## src/rtl/parity_frame_rx.sv

```systemverilog
// parity_frame_rx
// Serial frame receiver that feeds a downstream parity checker stage.
// Frame on rx_i: start(0), DATA_BITS data bits LSB first, parity bit, stop(1).
// The parity bit is passed through untouched; checking happens downstream.
//
// Ports:
//   wb_clk_i     in   1            sole clock, rising edge
//   wb_rst_i     in   1            synchronous active-high reset
//   rx_i         in   1            serial line, idle high
//   clkdiv_i     in   16           bit period in clock cycles (0-3 behave as 4)
//   ready_i      in   1            downstream accepts word_o this cycle
//   word_o       out  DATA_BITS+1  {parity, data}
//   valid_o      out  1            word_o holds an unconsumed word
//   frame_err_o  out  1            one-cycle pulse: stop bit sampled 0
//   overrun_o    out  1            one-cycle pulse: completed word dropped
//   busy_o       out  1            receiver is inside a frame
//
// Configuration macro:
//   PRX_SYNC_EN  defined: rx_i passes a two-flop synchronizer before the line
//                register (two extra cycles of detection latency).
//                undefined: rx_i is registered by the line register only.
//
// DATA_BITS must be at least 2.

module parity_frame_rx #(
  parameter int DATA_BITS = 8
) (
  input  logic                 wb_clk_i,
  input  logic                 wb_rst_i,
  input  logic                 rx_i,
  input  logic [15:0]          clkdiv_i,
  input  logic                 ready_i,
  output logic [DATA_BITS:0]   word_o,
  output logic                 valid_o,
  output logic                 frame_err_o,
  output logic                 overrun_o,
  output logic                 busy_o
);

  localparam int CW = $clog2(DATA_BITS + 1);
  localparam logic [CW-1:0] LAST_BIT = CW'(DATA_BITS - 1);

  typedef enum logic [2:0] {
    IDLE   = 3'd0,
    START  = 3'd1,
    DATA   = 3'd2,
    PARITY = 3'd3,
    STOP   = 3'd4
  } state_t;

  state_t                r_state;
  logic                  r_line;
  logic                  r_prev;
  logic [15:0]           r_cnt;
  logic [15:0]           r_period;
  logic [CW-1:0]         r_bitcnt;
  logic [DATA_BITS-1:0]  r_shift;
  logic                  r_par;
  logic [DATA_BITS:0]    r_word;
  logic                  r_valid;
  logic                  r_ferr;
  logic                  r_ovr;
  logic                  r_busy;

  logic                  w_line_in;
  logic [15:0]           w_eff;
  logic                  w_expire;
  logic                  w_start;

`ifdef PRX_SYNC_EN
  logic [1:0]            r_sync;

  // Two-flop synchronizer; resets to the idle (high) line level.
  always_ff @(posedge wb_clk_i) begin
    if (wb_rst_i) begin
      r_sync <= 2'b11;
    end else begin
      r_sync <= {r_sync[0], rx_i};
    end
  end

  assign w_line_in = r_sync[1];
`else
  assign w_line_in = rx_i;
`endif

  // Line register plus its previous sample, used for falling-edge start detection.
  always_ff @(posedge wb_clk_i) begin
    if (wb_rst_i) begin
      r_line <= 1'b1;
      r_prev <= 1'b1;
    end else begin
      r_line <= w_line_in;
      r_prev <= r_line;
    end
  end

  // Effective bit period, counter expiry and start-edge decode.
  always_comb begin
    w_eff    = (clkdiv_i < 16'd4) ? 16'd4 : clkdiv_i;
    w_expire = (r_cnt <= 16'd1);
    // The edge requirement also means the line must be seen high again after
    // a frame error before another frame can begin.
    w_start  = (~r_line) & r_prev;
  end

  // Receive FSM together with the output holding register and status pulses.
  always_ff @(posedge wb_clk_i) begin
    if (wb_rst_i) begin
      r_state  <= IDLE;
      r_cnt    <= 16'd0;
      r_period <= 16'd0;
      r_bitcnt <= '0;
      r_shift  <= '0;
      r_par    <= 1'b0;
      r_word   <= '0;
      r_valid  <= 1'b0;
      r_ferr   <= 1'b0;
      r_ovr    <= 1'b0;
      r_busy   <= 1'b0;
    end else begin
      r_ferr <= 1'b0;
      r_ovr  <= 1'b0;

      // Acceptance frees the holding register; a word completing this same
      // cycle (STOP branch below) refills it and keeps valid high.
      if (r_valid && ready_i) begin
        r_valid <= 1'b0;
      end

      // Expiry branches below override this with a reload.
      if (r_state != IDLE) begin
        r_cnt <= r_cnt - 16'd1;
      end

      case (r_state)
        IDLE: begin
          if (w_start) begin
            // Half a period lands the START check in the middle of the bit.
            r_cnt    <= w_eff >> 1;
            r_period <= w_eff;
            r_bitcnt <= '0;
            r_state  <= START;
            r_busy   <= 1'b1;
          end
        end
        START: begin
          if (w_expire) begin
            if (r_line) begin
              r_state <= IDLE;
              r_busy  <= 1'b0;
            end else begin
              r_cnt   <= r_period;
              r_state <= DATA;
            end
          end
        end
        DATA: begin
          if (w_expire) begin
            r_shift <= {r_line, r_shift[DATA_BITS-1:1]};
            r_cnt   <= r_period;
            if (r_bitcnt == LAST_BIT) begin
              r_state <= PARITY;
            end else begin
              r_bitcnt <= r_bitcnt + CW'(1);
            end
          end
        end
        PARITY: begin
          if (w_expire) begin
            r_par   <= r_line;
            r_cnt   <= r_period;
            r_state <= STOP;
          end
        end
        STOP: begin
          if (w_expire) begin
            r_state <= IDLE;
            r_busy  <= 1'b0;
            if (r_line) begin
              if (!r_valid || ready_i) begin
                r_word  <= {r_par, r_shift};
                r_valid <= 1'b1;
              end else begin
                r_ovr <= 1'b1;
              end
            end else begin
              r_ferr <= 1'b1;
            end
          end
        end
        default: begin
          r_state <= IDLE;
          r_busy  <= 1'b0;
        end
      endcase
    end
  end

  assign word_o      = r_word;
  assign valid_o     = r_valid;
  assign frame_err_o = r_ferr;
  assign overrun_o   = r_ovr;
  assign busy_o      = r_busy;

endmodule

```

## config.mk

```make
export PLATFORM = sky130hd
export DESIGN_NAME = parity_frame_rx
export DESIGN_NICKNAME = d
export VERILOG_FILES = /design/src/rtl/parity_frame_rx.sv
export SDC_FILE = /design/constraint.sdc
export NUM_CORES = 1
export LEC_CHECK = 0
export CAP_MARGIN = 30
export CORE_ASPECT_RATIO = 1.2
export CORE_MARGIN = 1.5
export CORE_UTILIZATION = 62
export CTS_CLUSTER_DIAMETER = 40
export DETAILED_ROUTE_END_ITERATION = 10
export DONT_BUFFER_PORTS = 1
export GPL_TIMING_DRIVEN = 0
export PLACE_DENSITY = 0.87
export SETUP_SLACK_MARGIN = 0.2
export SLEW_MARGIN = 10
export SYNTH_ARGS = -nofsm -noshare
export SYNTH_HDL_FRONTEND = slang
export SYNTH_SLANG_ARGS = --single-unit
export TNS_END_PERCENT = 20
```

## constraint.sdc

```tcl
create_clock -name wb_clk_i -period 3.6 [get_ports wb_clk_i]
set_input_delay 0.36 -clock wb_clk_i [delete_from_list [all_inputs] [get_ports wb_clk_i]]
set_output_delay 0.36 -clock wb_clk_i [all_outputs]
set_load 0.03 [all_outputs]
```

== Word level (Yosys, flattened, before mapping) ==
Cells that the tools add are included.
Word-level totals
  bits in latches: 0
  ROM bits: 0
  memories kept: 0
  input bits: 20
  output and inout bits: 13
  RAM bits: 0
  register bits: 63
Cells by class
  shifts and indexed selects: 0
  bitwise logic cells: 5
  multiplexer cells: 31
  $mul: 0
  eq/ne operators: 13
  magnitude comparators: 2
  add/subtract/negate cells: 2
  div/mod/pow operators: 0
  reductions and logical operators: 16
Operator list (number)
  16-bit two-way mux: 6
  16-bit case mux with 3 select lines: 1
  3-bit two-way mux: 6
  16-bit by 1-bit less-or-equal comparator with 1-bit output (second input constant): 1
  16-bit by 3-bit less-than comparator with 1-bit output (second input constant): 1
  2-bit != test (second input constant): 8
  16-bit by 1-bit subtractor with 16-bit output (second input constant): 1
  3-bit case mux with 5 select lines: 1
  4-bit two-way mux: 3
  1-bit two-way mux: 11
  4-bit case mux with 2 select lines: 1
  4-bit AND reduction: 2
  3-bit by 2-bit equality test with 1-bit output (second input constant): 2
  2-bit AND reduction: 3
  6-bit AND reduction: 1
  5-bit AND reduction: 1
  4-bit by 1-bit adder with 4-bit output (second input constant): 1
  4-bit by 3-bit equality test with 1-bit output (second input constant): 1
  1-bit inverter: 4
  1-bit case mux with 4 select lines: 1
  4-bit OR reduction: 1
  3-bit by 1-bit equality test with 1-bit output (second input constant): 1
  3-bit equality test (second input constant): 1
  3-bit zero test: 1
  9 further kinds: 9

== Depth between registers and ports, before layout ==
  depth in word-level cells: 6
  mapped depth: 9
  depth with buffers taken out: 7

== Worst setup path after synthesis ==
Ideal clock, no wire load.
  path type: register to register
  start: register r_cnt[6]
  end: register r_word[0] (netlist: word_o[0])
  arrival: 1897 ps
  period minus slack after synthesis: 2025 ps
  setup slack: 1575 ps
  stages on the path, launching flop included: 8
  required time: 3472 ps
  path through: dfxtp_1 -> nor4_4 -> nand2_2 -> or4_4 -> nor2b_2 -> buf_6 -> mux2i_1 -> nor2_1
Between the ends
  longest elaborated chain between the ends: 2
RTL lines
  start: declaration: line 54  | logic [15:0] r_cnt;
  start signal: assignment: line 133  | r_cnt <= r_cnt - 16'd1;
  start signal: assignment: line 140  | r_cnt <= w_eff >> 1;
  start signal: assignment: line 153  | r_cnt <= r_period;
  16-bit by 1-bit less-or-equal comparator with 1-bit output: line 101  | w_expire = (r_cnt <= 16'd1);
  4-bit AND reduction (no line)
  end signal: assignment: line 182  | r_word <= {r_par, r_shift};
  end: declaration: line 59  | logic [DATA_BITS:0] r_word;
Every way passes these cells.
A chain may end at the register's enable or synchronous reset.

== Final worst setup path ==
  start: register r_cnt[0]
  end: register r_cnt[5]
Between the ends
  longest elaborated chain between the ends: 5
  elaborated cells between the ends (all ways): 8
  classes of those cells: 1 x add/sub; 1 x order compare; 6 x mux
RTL lines
  16-bit by 1-bit subtractor with 16-bit output: line 133
  16-bit two-way mux: line 132  | if (r_state != IDLE) begin
  16-bit two-way mux: line 149  | if (r_line) begin
  16-bit two-way mux: line 148  | if (w_expire) begin
  16-bit case mux with 3 select lines *: line 136  | case (r_state)
Every way passes the cells marked *; elsewhere a longest branch is shown, timed or not.

==> flow_metrics.tcl <==
set metrics [dict create \
    whs_path_depth 1 \
    worst-path-max-fanout 10 \
    synth_fa_ha_area_share_pct 1.36 \
    antenna_cells 0 \
    clk_pin_slew_ns 0.07 \
    die_height_um 76.2 \
    wl_per_cell_um 15.2 \
    cts_resized 0 \
    drv_slew 0 \
    reg2reg_depth 8 \
    synth.distinct_cells 40 \
    dieArea_um2 4870 \
    synth-simple-area-share_pct 27.4 \
    start_util_pct 64.9 \
    yosysSeqAreaShare_pct 45.6 \
    worstSkewPairLatency_ns 0.35 \
    antenna_left 0 \
    start_kind "flop" \
    fin_crit_ns 2.30 \
    place_congestion 0.842 \
    synthFlopType "dfxtp_1" \
    async_reset_ff_share_pct 0 \
    cts-root-buf "clkbuf_8" \
    synth_compound_area_share_pct 12.4 \
    max-cap-violations 0 \
    rsz0062_at_grt "false" \
    synthesis.area_um2 2770 \
    grt_overflow_total 0 \
    ir_drop_v 0.000450 \
    rows 26 \
    first_global_vias 2363 \
    grt_max_degree 14 \
    fin_area_um2 3060 \
    max_clock_freq_ghz 0.435 \
    crit_type "reg2reg" \
    synth_top_area_share_pct 45.6 \
    power.total_mw 1.74 \
    fillers 339 \
    synth_fp_nets 356 \
    hp-start "rx_i" \
    cts_buffers 9 \
    cp_data_required_time_ns 3.87 \
    cts_tree "yes" \
    syn2layout_area_growth_pct 10.7 \
    synth_top_family_by_area "simple AND/OR/NAND/NOR gates" \
    finalSetupViolations 0 \
    firstDrtPassIters 4 \
    wirelength_um 6170 \
    ioPinCount 33 \
    holdWs_ns 0.110 \
    dpl_cell_area_um2 2840 \
    drt_iter0_markers 155 \
    cts_max_level 3 \
    synth_seq_cells 63 \
    grt_use_total_pct 27.7 \
    nets 367 \
    relSlewSlack_pct 60.0 \
    tns_ns 0 \
    via_per_inst 5.96 \
    io_buffers 0 \
    route.detailed.drc 0 \
    powerDensity_nw_per_um2 568 \
    core-area_um2 4260 \
    clockBufferDepth 2 \
    synth_edf_count 0 \
    post-dp-hpwl_um 4380 \
    antenna_found_initial 0 \
    cts_setup_buffers 0 \
    cts.sinks 63 \
    endpoint_kind "flop" \
    skew_ns 0.0126 \
    drive_gt1_share_pct 8.88 \
    die_x_um 64.0 \
    worstMarginPinSlew_ns 0.599 \
    yosysMostFrequentCell "nand2_1" \
    arrival_ns 2.57 \
    ys_top_cells_by_area "dfxtp_1 46%, nand2_1 11%, a21oi_1 5.6%" \
    hold_buffers 0 \
    outcome "finished clean" \
    vias 2414 \
    r2r-start "r_cnt[0]" \
    hold_path.class "in2reg" \
    synthMuxAreaShare_pct 4.34 \
    crit_start "r_cnt[0]" \
    yosysTopAreaCell "dfxtp_1" \
    ys.warnings.count 0 \
    synth_cells 333 \
    synth.avg_cell_area_um2 8.31 \
    finalHoldViolCount 0 \
    synthTopCellsByCount "79 x nand2_1, 63 x dfxtp_1, 31 x a21oi_1" \
    leakagePower_nw 1.12 \
    grt_pass1_wl_um 10400 \
    synth-xor-area-share_pct 4.43 \
    post-route-period-util_pct 63.8 \
]
[cells in the final DEF (no fill, tap or decap), drive strengths merged, types with 2 or more instances in the layout]
cell,synthesis,layout
nand3b,2,2
a21oi,31,31
mux2i,12,12
a31oi,16,16
buf,5,5
nand4,4,4
nand3,5,5
or2,3,3
nor2b,2,2
nor4,8,8
xnor2,4,4
nor3,17,17
dfxtp,63,63
nor2,25,25
ha,3,3
or3,5,5
o211ai,2,2
clkbuf,15,24
inv,5,8
o41ai,2,2
xor2,10,10
o31ai,2,2
o21ai,4,4
bufinv,0,2
nand2,80,80
[worst max-delay path, cell delays in order (launching register included)]
cell and delay [ns]:
dfxtp_1 0.39, inv_1 0.10, ha_1 0.25, o211ai_2 0.31, nor4_1 0.13, nor2_1 0.35, clkbuf_1 0.41, nand2_1 0.10
a31oi_1 0.17
[per-stage QoR]
step | worst slack (ns) | utilization (%) | std cells
global placement | 1.40 | 66.6 | 389
global route | 1.09 | 71.9 | 405
finish | 1.30 | 71.9 | 405
CTS | 1.32 | 71.9 | 405
floorplan | 1.58 | - | 333
detailed placement | 1.30 | 66.6 | 389
[power by group]
group / switching, mW / leakage, nW / internal, mW / total [mW]
combinational: 0.165 / 0.494 / 0.101 / 0.266
sequential: 0.0448 / 0.512 / 0.735 / 0.780
clock: 0.297 / 0.111 / 0.398 / 0.695
total: 0.508 / 1.12 / 1.23 / 1.74
[cell type report]
cell class,count,area (um^2),area share (%)
clock inverter,7,103,3.35
inverter,5,18.8,0.613
multi-input combinational,245,1380,45.1
buffer,20,106,3.47
clock buffer,9,124,4.04
sequential,63,1260,41.2
tap,56,70.1,2.29
[final timing paths]
| check | endpoint | slack, ns |
|---|---|---|
| hold / removal | r_line | 0.11 |
| setup / recovery | r_cnt[5] | 1.30 |
| hold reg to reg | r_period[7] | 0.46 |
| setup reg to reg | r_cnt[5] | 1.30 |
[metal layers]
metal  global-route usage, %  wire [um]
met1                    30.5       2470
met2                    47.5       3240
met3                    6.06        310
met4                    17.2        154
met5                       0          0
[registers in the layout (all words and copies together) (netlist names)]
signal	cells
r_state	3
r_period	16
valid_o	1
word_o	9
busy_o	1
r_par	1
r_line	1
r_cnt	16
overrun_o	1
r_shift	8
r_prev	1
r_bitcnt	4
frame_err_o	1
[cell families after synthesis]
| kind of cell | Yosys count |
|---|---|
| AOI/OAI and AO/OA | 59 |
| xor gates and xnor gates | 14 |
| adders and majority gates | 3 |
| buffers and inverters | 25 |
| DFF | 63 |
| muxes | 12 |
| and+or+nand+nor | 157 |
(Power assumes the default switching activity.)
